**src/rtl/hdmi_timing_ctrl.sv**
```systemverilog
// HDMI raster timing generator with lock-settle start-up sequencing and a
// frame-driven test-pattern selector; everything runs on pixclk.
module hdmi_timing_ctrl #(
    parameter int       H_ACTIVE           = 640,
    parameter int       H_FP               = 16,
    parameter int       H_SYNC             = 96,
    parameter int       H_BP               = 48,
    parameter int       V_ACTIVE           = 480,
    parameter int       V_FP               = 10,
    parameter int       V_SYNC             = 2,
    parameter int       V_BP               = 33,
    parameter logic     SYNC_ACT           = 1'b0,
    parameter int       LOCK_WAIT          = 1024,
    parameter int       FRAMES_PER_PATTERN = 120,
    parameter int       NUM_PATTERNS       = 4
) (
    input  logic       pixclk,
    input  logic       rst_n,
    input  logic       clk_locked,
    input  logic       pattern_hold,
    output logic       video_en,
    output logic [9:0] hcount,
    output logic [9:0] vcount,
    output logic       de,
    output logic       hsync,
    output logic       vsync,
    output logic       frame_start,
    output logic [1:0] pattern_sel
);

    // state      | meaning
    // WAIT_LOCK  | blanked, waiting for synchronized lock
    // SETTLE     | lock seen, counting consecutive locked cycles
    // RUN        | raster running, video enabled
    typedef enum logic [1:0] {ST_WAIT_LOCK, ST_SETTLE, ST_RUN} state_t;

    localparam int H_TOTAL = H_ACTIVE + H_FP + H_SYNC + H_BP;
    localparam int V_TOTAL = V_ACTIVE + V_FP + V_SYNC + V_BP;
    localparam int SCW     = $clog2(LOCK_WAIT + 1);
    localparam int FCW     = $clog2(FRAMES_PER_PATTERN + 1);

    localparam logic [9:0] H_LAST = 10'(H_TOTAL - 1);
    localparam logic [9:0] V_LAST = 10'(V_TOTAL - 1);
    localparam logic [9:0] H_ACT  = 10'(H_ACTIVE);
    localparam logic [9:0] V_ACT  = 10'(V_ACTIVE);
    localparam logic [9:0] HS_BEG = 10'(H_ACTIVE + H_FP);
    localparam logic [9:0] HS_END = 10'(H_ACTIVE + H_FP + H_SYNC);
    localparam logic [9:0] VS_BEG = 10'(V_ACTIVE + V_FP);
    localparam logic [9:0] VS_END = 10'(V_ACTIVE + V_FP + V_SYNC);

    logic [1:0]     sync_q;
    logic           lock_s;
    state_t         state_q, state_d;
    logic [SCW-1:0] settle_q, settle_d;
    logic [FCW-1:0] frame_q, frame_d;
    logic [1:0]     pat_q, pat_d;
    logic [9:0]     h_q, h_d, v_q, v_d;
    logic           de_q, hs_q, vs_q, fs_q;
    logic           run_q, run_d, h_wrap, v_wrap, eof;

    assign lock_s = sync_q[1];
    assign run_q  = (state_q == ST_RUN);
    assign run_d  = (state_d == ST_RUN);
    assign h_wrap = (h_q == H_LAST);
    assign v_wrap = (v_q == V_LAST);
    assign eof    = run_q && run_d && h_wrap && v_wrap;

    always_comb begin
        state_d  = state_q;
        settle_d = settle_q;
        case (state_q)
            ST_WAIT_LOCK: begin
                if (lock_s) begin
                    state_d  = ST_SETTLE;
                    settle_d = SCW'(1);
                end
            end
            ST_SETTLE: begin
                if (!lock_s) begin
                    state_d  = ST_WAIT_LOCK;
                    settle_d = '0;
                end else if (settle_q >= SCW'(LOCK_WAIT - 1)) begin
                    state_d  = ST_RUN;
                    settle_d = '0;
                end else begin
                    settle_d = settle_q + SCW'(1);
                end
            end
            ST_RUN: begin
                if (!lock_s) state_d = ST_WAIT_LOCK;
            end
            default: begin
                state_d  = ST_WAIT_LOCK;
                settle_d = '0;
            end
        endcase
    end

    // Raster restarts at 0/0 on RUN entry; any exit abandons the frame.
    always_comb begin
        h_d = '0;
        v_d = '0;
        if (run_q && run_d) begin
            h_d = h_wrap ? 10'd0 : h_q + 10'd1;
            v_d = h_wrap ? (v_wrap ? 10'd0 : v_q + 10'd1) : v_q;
        end
    end

    always_comb begin
        frame_d = frame_q;
        pat_d   = pat_q;
        if (!run_d) begin
            frame_d = '0;
        end else if (eof && !pattern_hold) begin
            if (frame_q == FCW'(FRAMES_PER_PATTERN - 1)) begin
                frame_d = '0;
                pat_d   = (pat_q == 2'(NUM_PATTERNS - 1)) ? 2'd0 : pat_q + 2'd1;
            end else begin
                frame_d = frame_q + FCW'(1);
            end
        end
    end

    always_ff @(posedge pixclk or negedge rst_n) begin
        if (!rst_n) begin
            sync_q   <= '0;
            state_q  <= ST_WAIT_LOCK;
            settle_q <= '0;
            frame_q  <= '0;
            pat_q    <= '0;
            h_q      <= '0;
            v_q      <= '0;
            de_q     <= 1'b0;
            hs_q     <= ~SYNC_ACT;
            vs_q     <= ~SYNC_ACT;
            fs_q     <= 1'b0;
        end else begin
            sync_q   <= {sync_q[0], clk_locked};
            state_q  <= state_d;
            settle_q <= settle_d;
            frame_q  <= frame_d;
            pat_q    <= pat_d;
            h_q      <= h_d;
            v_q      <= v_d;
            // Decoded from the next counter values so they line up with hcount/vcount.
            de_q     <= run_d && (h_d < H_ACT) && (v_d < V_ACT);
            hs_q     <= (run_d && (h_d >= HS_BEG) && (h_d < HS_END)) ? SYNC_ACT : ~SYNC_ACT;
            vs_q     <= (run_d && (v_d >= VS_BEG) && (v_d < VS_END)) ? SYNC_ACT : ~SYNC_ACT;
            fs_q     <= run_d && (h_d == 10'd0) && (v_d == 10'd0);
        end
    end

    assign video_en    = run_q;
    assign hcount      = h_q;
    assign vcount      = v_q;
    assign de          = de_q;
    assign hsync       = hs_q;
    assign vsync       = vs_q;
    assign frame_start = fs_q;
    assign pattern_sel = pat_q;

endmodule

```
**config.mk**
```make
export PLATFORM = sky130hd
export DESIGN_NAME = hdmi_timing_ctrl
export DESIGN_NICKNAME = d
export VERILOG_FILES = /design/src/rtl/hdmi_timing_ctrl.sv
export SDC_FILE = /design/constraint.sdc
export NUM_CORES = 1
export LEC_CHECK = 0
export CAP_MARGIN = 20
export CORE_MARGIN = 2
export CORE_UTILIZATION = 35
export DETAILED_ROUTE_END_ITERATION = 6
export PLACE_DENSITY = 0.58
export SLEW_MARGIN = 10
export SYNTH_ARGS = -nofsm -noshare
export SYNTH_HDL_FRONTEND = slang
export SYNTH_SLANG_ARGS = --single-unit
```
**constraint.sdc**
```tcl
create_clock -name pixclk -period 6.59 [get_ports pixclk]
set_input_delay 1.6475 -clock pixclk [delete_from_list [all_inputs] [get_ports pixclk]]
set_output_delay 1.6475 -clock pixclk [all_outputs]
set_load 0.03 [all_outputs]
```
## Yosys cells after proc, flatten, opt, wreduce, memory -nomap -nowiden

Index checks and enable logic that the tools add are counted.

| operators by class | value |
|---|---|
| mux-type cells | 20 |
| equality and inequality tests | 9 |
| magnitude comparators | 7 |
| add/sub/neg operators | 5 |
| bitwise logic cells | 1 |
| reductions and logical operators | 18 |

Operators by type and width:

| cell | count |
|---|---|
| 10-bit 2-to-1 mux | 5 |
| 11-bit 2-to-1 mux | 3 |
| 11-bit one-hot mux with 3 select lines | 1 |
| 7-bit 2-to-1 mux | 3 |
| 10-bit by 1-bit adder with 10-bit output (second input constant) | 2 |
| 10-bit equality test (second input constant) | 2 |
| 10-bit zero test | 2 |
| 10-bit less-than comparator (second input constant) | 2 |
| 10-bit by 9-bit less-than comparator with 1-bit output (second input constant) | 2 |
| 1-bit logical AND | 12 |
| 11-bit by 1-bit adder with 11-bit output (second input constant) | 1 |
| 11-bit by 10-bit greater-or-equal comparator with 1-bit output (second input constant) | 1 |
| 10-bit greater-or-equal comparator (second input constant) | 1 |
| 10-bit by 9-bit greater-or-equal comparator with 1-bit output (second input constant) | 1 |
| 2-bit 2-to-1 mux | 5 |
| 7-bit by 1-bit adder with 7-bit output (second input constant) | 1 |
| 7-bit equality test (second input constant) | 1 |
| 2-bit equality test (second input constant) | 3 |
| 2-bit one-hot mux with 3 select lines | 1 |
| 3-bit AND reduction | 1 |
| 2-bit by 1-bit adder with 2-bit output (second input constant) | 1 |
| 2-bit by 1-bit equality test with 1-bit output (second input constant) | 1 |
| 2-bit zero test | 1 |
| 1-bit 2-to-1 mux | 2 |
| 5 further kinds | 5 |

| word-level totals | value |
|---|---|
| input port bits | 4 |
| register bits | 48 |
| word-level logic and storage cells | 71 |
| output and inout port bits | 27 |

## Longest topological paths before layout

Gate-level depths: netlist of the first run.

| depth | value |
|---|---|
| word-level depth | 11 |
| mapped depth | 8 |
| gate-level depth less buffers | 8 |

## Worst setup path before layout of the first run

Ideal clock, no wire load.

| timing | value |
|---|---|
| kind | register to register |
| from | register h_q[0], in the netlist hcount[0] |
| to | register vs_q, in the netlist vsync |
| clock period less this slack | 2.874 ns |
| required time | 6.508 ns |
| arrival | 2.792 ns |
| path slack | 3.716 ns |
| path buffers | 0 |
| stages on the path, launching flop included | 8 |
| library setup time | 0.082 ns |
| cells stage by stage | dfrtp_1 -> ha_1 -> nand4_1 -> or3_4 -> or3_1 -> xor2_1 -> or4_1 -> a211o_1 |

| between the ends | value |
|---|---|
| word-level cells in the longest chain between the ends | 7 |
| elaborated cells on any way between the ends | 8 |
| those cells by class | order compare (2); eq/ne (1); mux (3); reduce/logical (2) |

RTL lines:

| what | RTL line | text |
|---|---|---|
| from (decl) | 57 | `logic [9:0] h_q, h_d, v_q, v_d;` |
| from (signal assigned) | 131 | `h_q <= '0;` |
| from (signal assigned) | 143 | `h_q <= h_d;` |
| 10-bit equality test * | 64 | `assign h_wrap = (h_q == H_LAST);` |
| 10-bit 2-to-1 mux * | 105 | `v_d = h_wrap ? (v_wrap ? 10'd0 : v_q + 10'd1) : v_q;` |
| 10-bit 2-to-1 mux * | 103 | `if (run_q && run_d) begin` |
| 10-bit by 9-bit greater-or-equal comparator with 1-bit output | 148 | `vs_q <= (run_d && (v_d >= VS_BEG) && (v_d < VS_END)) ? SYNC_ACT : ~SYNC_ACT;` |
| 1-bit logical AND | 148 |  |
| 1-bit logical AND * | 148 |  |
| 1-bit 2-to-1 mux * | 148 |  |
| to (signal assigned) | 135 | `vs_q <= ~SYNC_ACT;` |
| to (signal assigned) | 148 |  |
| to (decl) | 58 | `logic de_q, hs_q, vs_q, fs_q;` |

Every way passes the cells marked *; elsewhere a longest branch is shown, timed or not.
A chain may end at the register's enable or synchronous reset.

## Final worst setup path of the first run

| timing | value |
|---|---|
| from | register state_q[0] |
| to | output port video_en |

| between the ends | value |
|---|---|
| word-level cells in the longest chain between the ends | 1 |

RTL lines:

| what | RTL line | text |
|---|---|---|
| from (decl) | 53 | `state_t state_q, state_d;` |
| from (signal assigned) | 139 | `state_q <= state_d;` |
| 2-bit equality test | 62 | `assign run_q = (state_q == ST_RUN);` |
| to (decl) | 21 | `output logic video_en,` |

Every way passes these cells.

==> results.txt, run 1 <==
The highest achievable clock rate came out at 0.2945 GHz. The total routing resource utilization after global routing is 15.02%. For this run, design rule violations remaining after detail routing come to 0. For this block, the initial DRC count from the detailed router was 56. The number of nets produced by synthesis came out at 288.

The post-synthesis cell count is 278. The floorplan step defined a die boundary enclosing 8104 sq um. The weighted congestion reported at the end of routability-driven placement is 0.8042. From synthesis to final layout, the design area changed by 18.21%. CTS built an H-tree with a depth of 2. The initial cell density of the core is 35.90%.

The share of Yosys cell area claimed by the top area cell type is 44.44%. The leakage power of the design came out at 1.225 nW. Setup violations remaining at the end of the flow were counted as 0. The count of synthesis-stage warnings from yosys is 0. The largest stage delay on the critical path came out at 0.74 ns. Data arrives at the worst endpoint at 1.75 ns. Using the TritonRoute via totals, the vias-per-cell ratio works out to 5.211.

The clock buffer count from CTS came out at 5. The number of antenna cells inserted is 0. Counting along the longest clock path gives a buffer depth of 2. The worst setup path is of the flop to output port kind. The sequential element share of the synthesized area is 46.47%. Clock-pin slew was measured on the worst setup and hold paths at 0.09 ns. In this run the count of I/O pins placed on the die edge is 31. Walking the worst path, the cells encountered are nor2b_1 -> clkdlybuf4s50_1. Averaged over all synthesized cells, the footprint is 9.316 sq um.

The total overflow reported by the global router is 0. After synthesis, the share of flip-flops with an asynchronous set or reset is 100.0%. The number of nets in the final layout came out at 319. The standard-cell row count is 31. Max-cap violations in this run came to 0. Overall power consumption after layout is estimated at 0.0004853 W. The number of global-route vias before repair is 2,071.

The die is 90.02 um wide. The largest net degree at the start of global routing came out at 49. The tree is rooted in a sky130_fd_sc_hd__clkbuf_8. Subtracting the final worst setup slack from the clock period gives 3.395 ns. The number of antenna violations at the first check in global routing is 0. The power density of the placed cells is 158.5 nW/um^2. The hold violation count in the final report came out at 0. The number of buffers and inverters on the critical path is 1. The die boundary height is 90.02 um. The setup TNS came out at 0 ns. The peak supply drop came out at 66.70 uV.

After clock tree synthesis, the setup repair step added 0 buffers. The final number of max-transition violations is 0. The detailed router placed 2,126 vias in this run. The critical path data required time came out at 4.94 ns. Ranked by total cell area, the synthesized netlist is headed by sky130_fd_sc_hd__dfrtp_1, sky130_fd_sc_hd__nor2_1, sky130_fd_sc_hd__nand2_1. Among all flip-flop cells after synthesis, the most frequent one is sky130_fd_sc_hd__dfrtp_1. The relative max-transition margin is 36.22%. Once detail routing completed, the nets flagged for antenna violations numbered 0. The run finished with clean final reports. The core region is 7214 sq um. Setup repair after global routing left no endpoint under its margin. The clock skew is 0.003838 ns. The insertion delay of the later-clocked pin in the worst-skew pair came out at 0.30 ns. The kind of end point of the critical path is an output port. STA classifies the critical path startpoint as a flop.

The count of cells resized by post-cts repair came out at 0. On the critical path, the stage with the largest delay is an instance of sky130_fd_sc_hd__clkdlybuf4s50_1. Detailed placement finished with a half-perimeter wire length of 4047 um. The number of flip-flops and latches in the synthesized netlist came out at 48. The biggest area contributor in the post-synthesis netlist is sky130_fd_sc_hd__dfrtp_1. The first TritonRoute pass finished after 4 iterations. CTS saw 48 sinks. The number of distinct library cells after synthesis is 49. The total of fill cells in the finished design is 750. After detailed routing, the average wire length per cell comes to 13.85 um. The maximum fanout along the worst path came out at 7. The measured slew at the worst slew-check pin came out at 0.9479 ns. The final critical-path share of the clock period is 51.52%.

The first-pass GRT wire length came out at 10,100 um. The number of hold buffers added after CTS was 0. The path class of the tightest hold or removal check is flop to flop. The number of enable-type register cells in the synthesized netlist is 0. The share of final-layout standard cells stronger than drive strength 1 is 4.207%. The final wirelength is 5651 um. Among cell families on the critical path, the largest total delay comes from buffers and inverters. The area of the mapped netlist came out at 2590 sq um. Among all cell types in the netlist, the one instantiated most often is sky130_fd_sc_hd__dfrtp_1.

The number of input and output port buffers inserted came out at 30. By count the netlist is led by sky130_fd_sc_hd__dfrtp_1, sky130_fd_sc_hd__nor2_1, sky130_fd_sc_hd__nand2_1. The TritonCTS clock tree is yes.
per-layer routing:
| layer | GRT usage, % | routed length [um] |
|---|---|---|
| met5 | 0 | 0 |
| met2 | 24.44 | 2595 |
| met3 | 3.856 | 188 |
| met4 | 3.077 | 50 |
| met1 | 20.33 | 2817 |
report_power, final:
part | internal [W] | switching, W
combinational | 0.00000515 | 0.0000106
sequential | 0.000297 | 0.00000272
clock | 0.0000733 | 0.0000967
metrics by stage:
stage          util (%)  instances  setup slack [ns]  hold slack, ns  area (sq um)
2_1_floorplan         -        278             3.716          0.3312          2590
3_3_place_gp      41.38        401             3.304          0.3408          2985
3_5_place_dp      41.38        401             3.286          0.3427          2985
4_1_cts           42.44        408             3.187          0.3624          3062
5_1_grt           42.44        408             3.085          0.3803          3062
6_report          42.44        408             3.195          0.3550          3062
worst paths after layout:
check | from | endpoint | slack (ns) | depth (start not counted)
max | state_q[0] | video_en | 3.19 | 2
max reg2reg | hcount[0] | vsync | 3.56 | 7
min in group asynchronous | rst_n | settle_q[4] | 1.42 | 2
min | sync_q[0] | sync_q[1] | 0.35 | 0
min reg2reg | sync_q[0] | sync_q[1] | 0.35 | 0
max in group asynchronous | rst_n | frame_q[5] | 4.76 | 2
area by class of cell:
class	instances	area, sq um	area share (%)
Multi-Input combinational cell	214	1318	43.03
Sequential cell	48	1204	39.31
Timing Repair Buffer	32	310.3	10.13
Tap cell	99	123.9	4.046
Clock buffer	7	76.32	2.493
Inverter	8	30.03	0.9808
logic make-up after synthesis:
logic type / Yosys count / share of synthesized area (%)
AO/OA/AOI/OAI: 46 / 12.03
XOR/XNOR: 20 / 6.763
adder cells (fa/ha/maj): 6 / 2.898
buffers and inverters: 16 / 2.657
flip-flops: 48 / 46.47
multiplexers: 4 / 1.594
AND/OR/NAND/NOR: 138 / 27.58
registers in the layout (all words and copies together) (netlist names):
signal / count
frame_q: 7
sync_q: 2
hcount: 10
settle_q: 11
hsync: 1
de: 1
state_q: 2
frame_start: 1
vcount: 10
vsync: 1
pattern_sel: 2
cell usage in the layout, fill, tap and decap left out, types with 7 or more instances in the layout:
| cell type | synthesis | routed |
|---|---|---|
| sky130_fd_sc_hd__and3_1 | 7 | 7 |
| sky130_fd_sc_hd__clkdlybuf4s50_1 | 0 | 29 |
| sky130_fd_sc_hd__dfrtp_1 | 46 | 46 |
| sky130_fd_sc_hd__inv_1 | 8 | 8 |
| sky130_fd_sc_hd__nand2_1 | 29 | 29 |
| sky130_fd_sc_hd__nand3_1 | 19 | 19 |
| sky130_fd_sc_hd__nand4_1 | 7 | 7 |
| sky130_fd_sc_hd__nor2_1 | 32 | 32 |
| sky130_fd_sc_hd__nor3_1 | 9 | 9 |
| sky130_fd_sc_hd__o21ai_0 | 16 | 16 |
| sky130_fd_sc_hd__or4_1 | 7 | 7 |
| sky130_fd_sc_hd__xnor2_1 | 8 | 8 |
| sky130_fd_sc_hd__xor2_1 | 12 | 12 |
No activity file was read; power rests on OpenSTA's default activity.
==> inputs of run 2 (changes only) <==
- clock period: 6.59 -> 3.27 ns (I/O delays scaled with it)
==> run 2 against run 1 <==
  * Global-route usage grew 0.20 points
  * Clock skew up 0.0092 ns
  * Sequential share of layout area decreased by 0.68 points
  * Register-to-register slack got worse by 3.2 ns
  * Final cell count is 1.5% higher
  * Clock power is 120% higher
  * Sequential power up 100%
  * Hold slack gained 0.022 ns
  * Largest cell class unchanged
  * Highest routed layer unchanged
==> results.txt, run 2 (synthesis gave the netlist of run 1 again) <==
The relative max-transition margin came out at 52.03% (was 36.22%). The critical path data required time came out at 3.51 ns (was 4.94 ns). The maximum fanout along the worst path was 12 (was 7). Dividing the final minimum period by the clock period gives 89.56%. The hold violation count in the final report is 0 (unchanged). The number of buffers on the longest clock path came to 2 (unchanged). The root buffer selected by CTS was sky130_fd_sc_hd__clkbuf_8 (unchanged). The per-cell via count in the routed design is 5.200 (was 5.211).

The count of cells resized by post-cts repair is 0 (unchanged). The hold path startpoint is sync_q[0] (unchanged). The leakage power of the design is 1.253 nW (was 1.225 nW).

The core region area came out at 7214 sq um (unchanged). The kind of end point of the critical path is a flop (was output port). The count of max-cap constraint violations came out at 0 (unchanged). Result of the run: finished clean (unchanged). The setup TNS came out at 0 ns (unchanged). The initial cell density of the core is 35.90% (unchanged). The flip-flop count of the largest register, all copies and words added came to 11 (unchanged). The TritonCTS clock tree is yes (unchanged).

The share of final-layout standard cells stronger than drive strength 1 is 6.667% (was 4.207%). The number of global-route vias before repair is 2,148 (was 2,071). The number of violations reported at the end of detailed-routing iteration 0 is 103 (was 56). The largest net degree at the start of global routing came out at 26 (was 49).

The origin of the critical flop-to-flop path is hcount[1] (was hcount[0]). The first-pass GRT wire length was 10,250 um (was 10,100 um). The number of antenna violations at the first check in global routing is 0 (unchanged). The number of cells traversed by the worst register-to-register path came out at 7 (unchanged).

The standard-cell row count is 31 (unchanged). The worst flop-to-flop path endpoint is vsync (unchanged). The shortest period the worst path allows came out at 2.929 ns. Unrepaired setup endpoints after global routing: false (unchanged).

The remaining design rule violation count is 0 (unchanged). The critical setup path kind was flop to flop (was flop to output port). The layout overhead on the synthesized area is 20.29% (was 18.21%). The measured slew at the worst slew-check pin is 0.7130 ns (was 0.9479 ns). The final number of max-transition violations is 0 (unchanged).

The number of antenna cells inserted is 0 (unchanged). The number of buffers inserted to repair setup after CTS came out at 0 (unchanged). The total number of vias is 2,153 (was 2,126). The worst min-delay path class was flop to flop (unchanged).

The total routing resource utilization after global routing came out at 15.22% (was 15.02%). The number of top-level pins came out at 31 (unchanged). The number of nets in the final layout came out at 324 (was 319). The last element of the critical path is vsync (was video_en). The data arrival time of the critical path is 3.16 ns (was 1.75 ns).

The clock slew seen by the registers of the worst setup and hold paths is 0.10 ns (was 0.09 ns). The remaining number of nets flagged by the antenna check after routing came out at 0 (unchanged). The highest achievable clock rate is 0.3415 GHz. The quantity of hold-fixing buffers added after cts came out at 0 (unchanged). The most common library cell in the layout ignoring fill and taps is sky130_fd_sc_hd__dfrtp_1 (unchanged). The number of detailed-routing iterations run before antenna repair is 4 (unchanged). The overall power after layout came out at 0.001003 W (was 0.0004853 W). The number of input and output port buffers inserted came out at 30 (unchanged). The area enclosed by the die boundary is 8104 sq um (unchanged). The power density of the placed cells is 322.0 nW/um^2 (was 158.5 nW/um^2). The minimum setup slack among reg-to-reg paths came out at 0.34 ns (was 3.56 ns).

The register containing the most flip-flops in the final layout was settle_q (unchanged). The peak supply drop came out at 158.7 uV (was 66.70 uV). The total overflow reported by the global router came out at 0 (unchanged). The clock buffer count from CTS came out at 5 (unchanged). The die width came out at 90.02 um (unchanged). Commonest cells after routing, fill and taps aside: sky130_fd_sc_hd__dfrtp_1, sky130_fd_sc_hd__nor2_1, sky130_fd_sc_hd__nand2_1, sky130_fd_sc_hd__clkdlybuf4s50_1, sky130_fd_sc_hd__nand3_1 (unchanged).

The per-cell routed wire length came out at 14.03 um (was 13.85 um). The die boundary height came to 90.02 um (unchanged). The weighted congestion reported at the end of routability-driven placement came to 0.7967 (was 0.8042).

The launching element type of the critical path was a flop (unchanged). The final setup violation count is 0 (unchanged). The final wirelength came out at 5808 um (was 5651 um). The clock sink count was 48 (unchanged).

The clock skew is 0.01302 ns (was 0.003838 ns). The detailed placer's ending HPWL came out at 4187 um (was 4047 um). The core occupancy in the finished layout is 43.18% (was 42.44%).

The insertion delay of the later-clocked pin in the worst-skew pair came out at 0.31 ns (was 0.30 ns). The H-tree depth reported by CTS is 2 (unchanged). The timing startpoint of the critical path is hcount[1] (was state_q[0]).
-- run 2: cell types whose count changed in the layout (fill, tap and decap cells not counted) --
cell	change
sky130_fd_sc_hd__buf_4	+5
sky130_fd_sc_hd__clkbuf_1	-2
sky130_fd_sc_hd__clkinvlp_4	+2
sky130_fd_sc_hd__clkinv_4	+1
-- run 2: layout make-up --
type | instances | area [sq um]
Tap cell | 99 | 123.9
Inverter | 8 | 30.03
Fill cell | 736 | 4099
Timing Repair Buffer | 37 | 347.8
Sequential cell | 48 | 1204
Clock inverter | 3 | 23.77
Multi-Input combinational cell | 214 | 1318
Clock buffer | 5 | 68.82
-- run 2: worst max-delay path: stages, from the launching register on --
cell and delay, ns:
sky130_fd_sc_hd__dfrtp_1 0.45, sky130_fd_sc_hd__ha_1 0.31, sky130_fd_sc_hd__nand4_1 0.23, sky130_fd_sc_hd__or3_4 0.47, sky130_fd_sc_hd__or3_1 0.40, sky130_fd_sc_hd__xor2_1 0.17, sky130_fd_sc_hd__or4_1 0.54, sky130_fd_sc_hd__a211o_1 0.29
-- run 2: metal layers --
| metal | track usage [%] | wire [um] |
|---|---|---|
| met1 | 21.26 | 2831 |
| met2 | 24.44 | 2713 |
| met3 | 2.850 | 201 |
| met4 | 3.846 | 61 |
| met5 | 0 | 0 |
-- run 2: power breakdown --
| group | total [W] | switching [W] | internal [W] |
|---|---|---|---|
| Sequential | 0.000604 | 0.00000583 | 0.000598 |
| Combinational | 0.0000322 | 0.0000218 | 0.0000104 |
| Clock | 0.000367 | 0.000215 | 0.000152 |
-- run 2: worst min-delay path by stage --
stage | slack [ns] | endpoint | depth (start not counted)
5_1_grt | 0.40 | sync_q[1] | 0
3_3_place_gp | 0.34 | sync_q[1] | 0
2_1_floorplan | 0.33 | sync_q[1] | 0
6_report | 0.38 | sync_q[1] | 0
4_1_cts | 0.38 | sync_q[1] | 0
3_5_place_dp | 0.34 | sync_q[1] | 0
-- run 2: metrics by stage --
step	std cells	hold WS, ns	instance area, sq um	worst slack (ns)
after floorplan	278	0.3312	2590	0.3959
after global routing	414	0.4002	3115	0.1756
final	414	0.3771	3115	0.3414
after CTS	414	0.3773	3115	0.3462
after global placement	406	0.3398	3023	0.4339
after detailed placement	406	0.3380	3023	0.3607
==> inputs of run 3 (changes only) <==
- CTS_CLUSTER_SIZE: unset -> 10
- PLACE_DENSITY: 0.58 -> 0.61
==> run 3 against run 2 <==
  * Maximum frequency is 2.2% lower
  * Hold slack worse by 0.012 ns
  * Clock-buffer cell count stayed put
  * Non-clock buffer count is 2 lower
  * Via count is 0.37% higher
  * Register-to-register slack worse by 0.07 ns
  * Die area stayed put
  * Combinational power hardly changed
  * Clock power is 60% higher
  * Sequential cell count stayed put
  * Sequential share of layout area is 0.63 points lower
  * Critical endpoint unchanged
  * Largest cell class unchanged
==> results.txt, run 3 (synthesis gave the netlist of run 1 again) <==
Result of the run: finished clean (unchanged). The core region area came out at 7214 sq um (unchanged). The number of buffers inserted to repair setup after CTS came out at 0 (unchanged). The shortest period the worst path allows is 2.994 ns (was 2.929 ns). The minimum setup slack among reg-to-reg paths came to 0.28 ns (was 0.34 ns). The number of top-level pins is 31 (unchanged).

The area enclosed by the die boundary was 8104 sq um (unchanged). The leakage power of the design is 1.280 nW (was 1.253 nW). Commonest cells after routing, fill and taps aside: sky130_fd_sc_hd__dfrtp_1, sky130_fd_sc_hd__nor2_1, sky130_fd_sc_hd__nand2_1, sky130_fd_sc_hd__clkdlybuf4s50_1, sky130_fd_sc_hd__nand3_1 (unchanged). The maximum fanout along the worst path is 12 (unchanged). The clock sink count came to 48 (unchanged).

The per-cell routed wire length came out at 14.11 um (was 14.03 um). The TritonCTS clock tree is yes (unchanged). The weighted congestion reported at the end of routability-driven placement is 0.8067 (was 0.7967).

The layout overhead on the synthesized area came out at 22.27% (was 20.29%). The total of fill cells in the finished design came to 733 (was 736). The hold violation count in the final report was 0 (unchanged). The number of detailed-routing iterations run before antenna repair came out at 4 (unchanged). The total number of vias came out at 2,161 (was 2,153). The power density of the placed cells is 386.5 nW/um^2 (was 322.0 nW/um^2).

The clock buffer count from CTS is 5 (unchanged). The multi-input combinational cell area came out at 1318 sq um (unchanged). The area of all placed cells without fillers is 3167 sq um (was 3115 sq um). The number of input and output port buffers inserted is 30 (unchanged). The data arrival time of the critical path is 3.23 ns (was 3.16 ns). The highest achievable clock rate came out at 0.3340 GHz (was 0.3415 GHz). The root buffer selected by CTS is sky130_fd_sc_hd__clkbuf_8 (unchanged). The number of violations reported at the end of detailed-routing iteration 0 came out at 115 (was 103).

The critical path data required time came to 3.50 ns (was 3.51 ns). The first-pass GRT wire length is 10,030 um (was 10,250 um). The flip-flop count of the largest register, all copies and words added came to 11 (unchanged). The per-cell via count in the routed design is 5.245 (was 5.200). The number of antenna violations at the first check in global routing is 0 (unchanged). The final setup violation count came out at 0 (unchanged). The insertion delay of the later-clocked pin in the worst-skew pair is 0.30 ns (was 0.31 ns). The kind of end point of the critical path was a flop (unchanged). The register containing the most flip-flops in the final layout is settle_q (unchanged). The total overflow reported by the global router is 0 (unchanged). The measured slew at the worst slew-check pin is 0.6632 ns (was 0.7130 ns). The final wirelength is 5815 um (was 5808 um).

The largest net degree at the start of global routing was 26 (unchanged). Ordered cell list for the critical path: ha_1 -> nand4_1 -> or3_4 -> or3_1 -> xor2_1 -> or4_1 -> a211o_1 (unchanged). The most common library cell in the layout ignoring fill and taps is sky130_fd_sc_hd__dfrtp_1 (unchanged). The count of cells resized by post-cts repair was 0 (unchanged). The peak supply drop came out at 152.4 uV (was 158.7 uV). The H-tree depth reported by CTS came out at 2 (unchanged).

The number of buffers on the longest clock path came to 2 (unchanged). The die boundary height came out at 90.02 um (unchanged). Unrepaired setup endpoints after global routing: false (unchanged). The quantity of hold-fixing buffers added after cts came out at 0 (unchanged). The critical setup path kind is flop to flop (unchanged). The final number of max-transition violations is 0 (unchanged).

The remaining number of nets flagged by the antenna check after routing is 0 (unchanged). The die width came out at 90.02 um (unchanged). The remaining design rule violation count was 0 (unchanged). The setup TNS is 0 ns (unchanged). The relative max-transition margin was 55.38% (was 52.03%).

The clock slew seen by the registers of the worst setup and hold paths is 0.09 ns (was 0.10 ns). The launching element type of the critical path is a flop (unchanged). The detailed placer's ending HPWL is 4202 um (was 4187 um). The critical-path cell with the highest stage delay is sky130_fd_sc_hd__or4_1 (unchanged). The number of nets in the final layout is 322 (was 324).

The final critical-path share of the clock period came out at 91.57% (was 89.56%). The standard-cell row count came to 31 (unchanged). The area taken by flip-flops and latches is 1204 sq um (unchanged). The largest stage delay on the critical path came out at 0.55 ns (was 0.54 ns).

The worst min-delay path class is flop to flop (unchanged). The share of final-layout standard cells stronger than drive strength 1 is 6.070% (was 6.667%). The initial cell density of the core is 35.90% (unchanged). The count of max-cap constraint violations is 0 (unchanged). The cell area after placement is 3008 sq um (was 3023 sq um). The number of global-route vias before repair came out at 2,020 (was 2,148). The number of antenna cells inserted is 0 (unchanged).

The clock skew came out at 0.007586 ns (was 0.01302 ns). The total routing resource utilization after global routing came to 14.95% (was 15.22%).
-- run 3: changes by cell type in the layout (fill, tap and decap cells not counted), sizes merged --
cell	before	now
buf	8	6
clkinv	1	0
clkinvlp	2	0
bufinv	0	3
-- run 3: path summary, 6_finish.rpt --
check	cells after the start	startpoint	endpoint
setup reg to reg	7	hcount[0]	vsync
max in group asynchronous	2	rst_n	vsync
hold reg to reg	0	sync_q[0]	sync_q[1]
hold / removal	0	sync_q[0]	sync_q[1]
min in group asynchronous	1	rst_n	settle_q[4]
setup / recovery	7	hcount[0]	vsync
-- run 3: area by class of cell --
cell class	count	area share, %
inverters	8	0.9482
repair buffers	35	10.51
multi-input cells	214	41.60
clock buffers	5	2.173
flip-flops and latches	48	38.01
well taps	99	3.912
clock inverters	3	2.845
-- run 3: metal layers --
metal	up-vias	routed length, um	GRT usage [%]
li1	1071	-	-
met4	0	75	5.128
met2	33	2793	23.31
met3	6	175	2.766
met1	1051	2771	20.93
met5	-	0	0
-- run 3: through the flow --
| stage | utilization [%] | power [W] | worst slack (ns) | std cells | hold WS (ns) |
|---|---|---|---|---|---|
| 6_report | 43.90 | 0.001224 | 0.2756 | 412 | 0.3652 |
| 2_1_floorplan | - | 0.0006280 | 0.3959 | 278 | 0.3312 |
| 3_3_place_gp | 41.69 | 0.0006487 | 0.4241 | 404 | 0.3384 |
| 5_1_grt | 43.90 | 0.001279 | 0.1228 | 412 | 0.3809 |
| 4_1_cts | 43.90 | 0.001245 | 0.2981 | 412 | 0.3691 |
| 3_5_place_dp | 41.69 | 0.0006492 | 0.3106 | 404 | 0.3363 |
-- run 3: critical path, delay by kind of cell, from the launching register on --
| family | cells | cell delay (ns) |
|---|---|---|
| fa+ha+maj | 1 | 0.33 |
| xor+xnor | 1 | 0.17 |
| compound gates | 1 | 0.29 |
| simple gates | 4 | 1.65 |
| flops | 1 | 0.48 |
-- run 3: where the power goes --
group | total [W] | internal (W) | switching, W
Sequential | 0.000604 | 0.000598 | 0.00000596
Clock | 0.000587 | 0.000382 | 0.000205
Combinational | 0.0000325 | 0.0000104 | 0.0000221
Total | 0.00122 | 0.000991 | 0.000233
==> RTL change 1 (config.mk and constraints of run 2) <==
`SYNC_ACT`: 1'b0 -> 1'b1.
--- a/src/rtl/hdmi_timing_ctrl.sv
+++ b/src/rtl/hdmi_timing_ctrl.sv
@@ -9,7 +9,7 @@
     parameter int       V_FP               = 10,
     parameter int       V_SYNC             = 2,
     parameter int       V_BP               = 33,
-    parameter logic     SYNC_ACT           = 1'b0,
+    parameter logic     SYNC_ACT           = 1'b1,
     parameter int       LOCK_WAIT          = 1024,
     parameter int       FRAMES_PER_PATTERN = 120,
     parameter int       NUM_PATTERNS       = 4
Formal check against the unedited RTL: not equivalent (a bounded check fails within 4 cycles, from zero or initial values and one cycle with rst_n low).
==> RTL change 1 against run 2 <==
Sequential cell count unchanged; synthesized area increased by 2.7%; synthesized cell count increased by 4.3%; count of clock-buffer cells in the layout unchanged; clock skew decreased by 0.00094 ns; critical path type unchanged; cell area increased by 1.3%; worst setup slack improved by 0.13 ns; wire length increased by 5.9%; final cell count increased by 0.97%; global-route usage increased by 0.47 points; total power increased by 7.4%; highest routed layer unchanged.
==> RTL change 1: results (changes against run 2) <==
* CTS buffer count at 5 (unchanged)
* Final nets at 328 (+1.2%)
* Max reg flops at 11 (unchanged)
* Seq pwr share at 56.3% (-3.9 points)
* Pin count of the biggest net entering global routing at 38 (+46%)
* Slowest-stage cell, CP: dfrtp_1
* Cts repair resizes at 0 (unchanged)
* Int Power at 837.5 µW (+10%)
* Drt first pass iters at 4 (unchanged)
* Fillers at 745 (+1.2%)
* Initial DRC count at 148 (+44%)
* Distinct cells, synth at 50 (+2.0%)
* Layout cell share with drive strength beyond 1 at 5.329% (-1.3 points)
* Placed Instances at 410 (+0.99%)
* Post-DP Area at 3045 µm² (+0.74%)
* Worst-path fanout max at 10 (-2)
* Detailed Place HPWL at 4433 µm (+5.9%)
* Max IR drop VDD at 0.1514 mV (-4.6%)
* Final worst clock skew at 0.01209 ns (-0.0009354 ns)
* Register area share after synthesis at 45.16% (-1.3 points)
* Outcome: completed
* LEAKAGE at 0.001288 µW (+2.8%)
* Synth top area cells: dfrtp_1 (45%), nor2_1 (4.4%), o21ai_0 (4.3%), nand3_1 (3.8%), nand2_1 (3.1%)
* Largest register by flop count: settle_q
* Wirelength per Cell at 14.71 µm (+4.9%)
* RR Endpoint: de$_DFF_PN0_
* First-pass GRT wire length at 10560 µm (+3.1%)
* Avg Cell Area, Syn at 9.173 µm² (-1.5%)
* Number of cells on the worst reg-to-reg path at 7 (unchanged)
* Final antenna diode count at 0 (unchanged)
* Synthesis warning total at 0 (unchanged)
* Post-Syn Nets at 300 (+4.2%)
* Vias in the first global route at 2119 (-1.4%)
* H-tree levels at 2 (unchanged)
* Clock Pin Slew Worst Setup and Hold Paths at 0.10 ns (about the same)
* Hold depth at 0 (unchanged)
* CP peak stage delay at 0.46 ns (-0.08 ns)
* Via count at 2239 (+4.0%)
* Post CTS Setup Buffer Count at 0 (unchanged)
* Ys async rst share at 100.0% (unchanged)
* Worst slew pin tran at 0.7992 ns (+0.08624 ns)
* WHS Endpoint: sync_q[1]$_DFF_PN0_
* Reg2Reg Setup Slack at 0.47 ns (+0.13 ns)
* CP top delay family: simple AND/OR/NAND/NOR gates
* GPL Wtd Cong at 0.8209 (+3.0%)
* Sequential Area at 1201 µm² (-0.21%)
* PortBufs at 30 (unchanged)
* Worst skew pair latency at 0.31 ns (about the same)
* CTS max path bufs at 2 (unchanged)
* RR Startpoint: hcount[0]$_DFF_PN0_
* Top cells by count, synth: dfrtp_1 (48), nor2_1 (31), o21ai_0 (23)
* Initial antenna violation count at 0 (unchanged)
* Hold path start: sync_q[0]$_DFF_PN0_
* WP data arrival at 2.97 ns (-0.19 ns)
* Via density at 5.356 (+3.0%)
* Gr usage total at 15.69% (+0.47 points)
## RTL change 1: changes by cell type in the layout (fill, tap and decap cells not counted), sizes merged, moves of 4 or more
cell   change
buf        -4
nand2      -7
nand4      +4
nor4       -4
o21ai      +9
o41ai      +5
xor2       -4
## RTL change 1: cell type report
type,instances,area share (%)
multi-input combinational,219,43.12
timing repair buffer,33,10.07
clock buffer,5,2.180
sequential,48,38.05
clock inverter,3,1.348
tap,99,3.924
inverter,11,1.308
## RTL change 1: how the worst max path moves through the flow
stage                   startpoint                          to  slack [ns]
2_1_floorplan  hcount[0]$_DFF_PN0_  pattern_sel[1]$_DFFE_PN0P_        0.52
3_3_place_gp   hcount[0]$_DFF_PN0_  pattern_sel[1]$_DFFE_PN0P_        0.60
3_5_place_dp   hcount[0]$_DFF_PN0_  pattern_sel[1]$_DFFE_PN0P_        0.52
4_1_cts        hcount[0]$_DFF_PN0_  pattern_sel[1]$_DFFE_PN0P_        0.50
5_1_grt        hcount[0]$_DFF_PN0_                de$_DFF_PN0_        0.17
6_report       hcount[0]$_DFF_PN0_                de$_DFF_PN0_        0.47
## RTL change 1: power groups by stage
| stage | logic, µW | registers [µW] | clock network, µW |
|---|---|---|---|
| final | 37.1 | 606 | 434 |
| after global routing | 43.9 | 608 | 475 |
| after CTS | 38.8 | 606 | 450 |
| after detailed placement | 38.7 | 618 | 0 |
| after global placement | 37.7 | 618 | 0 |
| after floorplan | 16.0 | 616 | 0 |
## RTL change 1: logic make-up after synthesis
group / Yosys count / synth area share [%]
XOR/XNOR: 16 / 5.268
flip-flops: 48 / 45.16
buffers and inverters: 23 / 3.669
AO/OA/AOI/OAI: 59 / 14.53
AND/OR/NAND/NOR: 135 / 27.23
adder cells (fa/ha/maj): 6 / 2.822
multiplexers: 3 / 1.317
## RTL change 1: metal layers
metal	up-vias	track usage [%]	share of wire, %
met5	-	0	0
met2	48	23.27	43
li1	1116	-	-
met1	1065	22.76	50
met4	0	5.051	1.9
met3	10	3.402	4.9
## RTL change 1: metrics by stage
stage / worst slack (ns) / hold WS [ns]
2_1_floorplan: 0.5208 / 0.3312
3_3_place_gp: 0.6036 / 0.3353
3_5_place_dp: 0.5172 / 0.3420
4_1_cts: 0.4972 / 0.3625
5_1_grt: 0.1748 / 0.3773
6_report: 0.4741 / 0.3575
==> RTL change 2 (settings of run 2) <==
Made on the original files. Encoding of `state_t`: now one-hot (3 bits for 3 states).
--- a/src/rtl/hdmi_timing_ctrl.sv
+++ b/src/rtl/hdmi_timing_ctrl.sv
@@ -32,7 +32,7 @@
     // WAIT_LOCK  | blanked, waiting for synchronized lock
     // SETTLE     | lock seen, counting consecutive locked cycles
     // RUN        | raster running, video enabled
-    typedef enum logic [1:0] {ST_WAIT_LOCK, ST_SETTLE, ST_RUN} state_t;
+    typedef enum logic [2:0] {ST_WAIT_LOCK = 3'b001, ST_SETTLE = 3'b010, ST_RUN = 3'b100} state_t;
 
     localparam int H_TOTAL = H_ACTIVE + H_FP + H_SYNC + H_BP;
     localparam int V_TOTAL = V_ACTIVE + V_FP + V_SYNC + V_BP;
Formal check against the unedited RTL: no difference found for any inputs over 10 cycles, from zero or initial values and one cycle with rst_n low; not proved beyond that.
==> RTL change 2 against run 2 <==
Synthesized cell count is 12% higher; worst setup slack gained 0.22 ns; total power increased by 6.0%; clock power is 5% higher; cell area increased by 6.3%; count of clock-buffer cells in the layout up 2; clock skew shrank 0.0036 ns; synthesized area grew 11%; non-clock buffer count shrank 4; wire length up 7.6%; largest cell class unchanged; worst hold slack worse by 0.021 ns; sequential cell count is 1 higher.
==> RTL change 2: results (changes against run 2) <==
* Worst Setup EP: video_en
* Synth top area cells: dfrtp_1 (40%), nor2_1 (5.2%), xnor2_1 (3.1%), xor2_1 (3.1%), o21ai_0 (3.0%)
* Outcome: completed
* Top cells by count, synth: dfrtp_1 (46), nor2_1 (40), nand2_1 (21)
* Placed Instances at 431 (+6.2%)
* Wirelength per Cell at 14.24 µm (+1.5%)
* Avg Cell Area, Syn at 9.229 µm² (-0.94%)
* Fillers at 816 (+11%)
* Post-Syn Nets at 321 (+11%)
* Worst-path fanout max at 10 (-2)
* LEAKAGE at 0.001306 µW (+4.2%)
* WL met1 at 3173 µm (+12%)
* Pin count of the biggest net entering global routing at 50 (+92%)
* GPL Wtd Cong at 0.8549 (+7.3%)
* Via count at 2361 (+9.7%)
* Reg2Reg Setup Slack at 0.72 ns (+0.38 ns)
* Distinct cells, synth at 63 (+29%)
* Initial DRC count at 133 (+29%)
* Register area share after synthesis at 42.85% (-3.6 points)
* Met2 wire len at 2817 µm (+3.8%)
* Setup ws final at 0.5617 ns (+0.2203 ns)
* Met3 Use GR at 3.113% (+0.26 points)
* Layout cell share with drive strength beyond 1 at 9.281% (+2.6 points)
* Worst setup path start: state_q[2]$_DFF_PN0_
* Met2 Use GR at 23.15% (-1.3 points)
* Max IR drop VDD at 0.1811 mV (+14%)
* Slowest-stage cell, CP: clkdlybuf4s50_1
* CP peak stage delay at 0.68 ns (+0.14 ns)
* Detailed Place HPWL at 4313 µm (+3.0%)
* WP data arrival at 1.89 ns (-1.27 ns)
* GR Layer Usage met1 at 21.23% (-0.029 points)
* Non-Filler Instances at 439 (+6.0%)
* Final hold slack at 0.3564 ns (-0.02064 ns)
* CP top delay family: buffers and inverters
* Slew headroom at 40.77% (-11 points)
* Net Sw Power at 257.7 µW (+6.1%)
* Gr usage total at 15.01% (-0.20 points)
RTL change 2: cells by family (layout without fill, tap and decap cells):
group                    after synthesis  count (layout)  share of synthesized area, %
multiplexers                           2               2                        0.8717
XOR/XNOR                              20              20                         6.103
flip-flops                            49              49                         42.85
AO/OA/AOI/OAI                         69              69                         16.09
AND/OR/NAND/NOR                      142             142                         27.29
adder cells (fa/ha/maj)                6               6                         2.615
buffers and inverters                 23              46                         4.185
RTL change 2: layout make-up:
type / count / area, µm² / area share [%]
clock buffers: 7 / 86.33 / 2.607
clock inverters: 1 / 7.507 / 0.2267
inverters: 5 / 18.77 / 0.5667
multi-input cells: 239 / 1520 / 45.90
flip-flops and latches: 49 / 1230 / 37.14
well taps: 105 / 131.4 / 3.967
repair buffers: 33 / 317.8 / 9.596
RTL change 2: power groups by stage:
stage	clock network [µW]	registers, µW	logic (µW)
floorplan	0	632	34.3
global placement	0	641	48.0
detailed placement	0	641	48.6
CTS	401	630	48.6
global route	431	632	55.1
finish	386	630	47.2
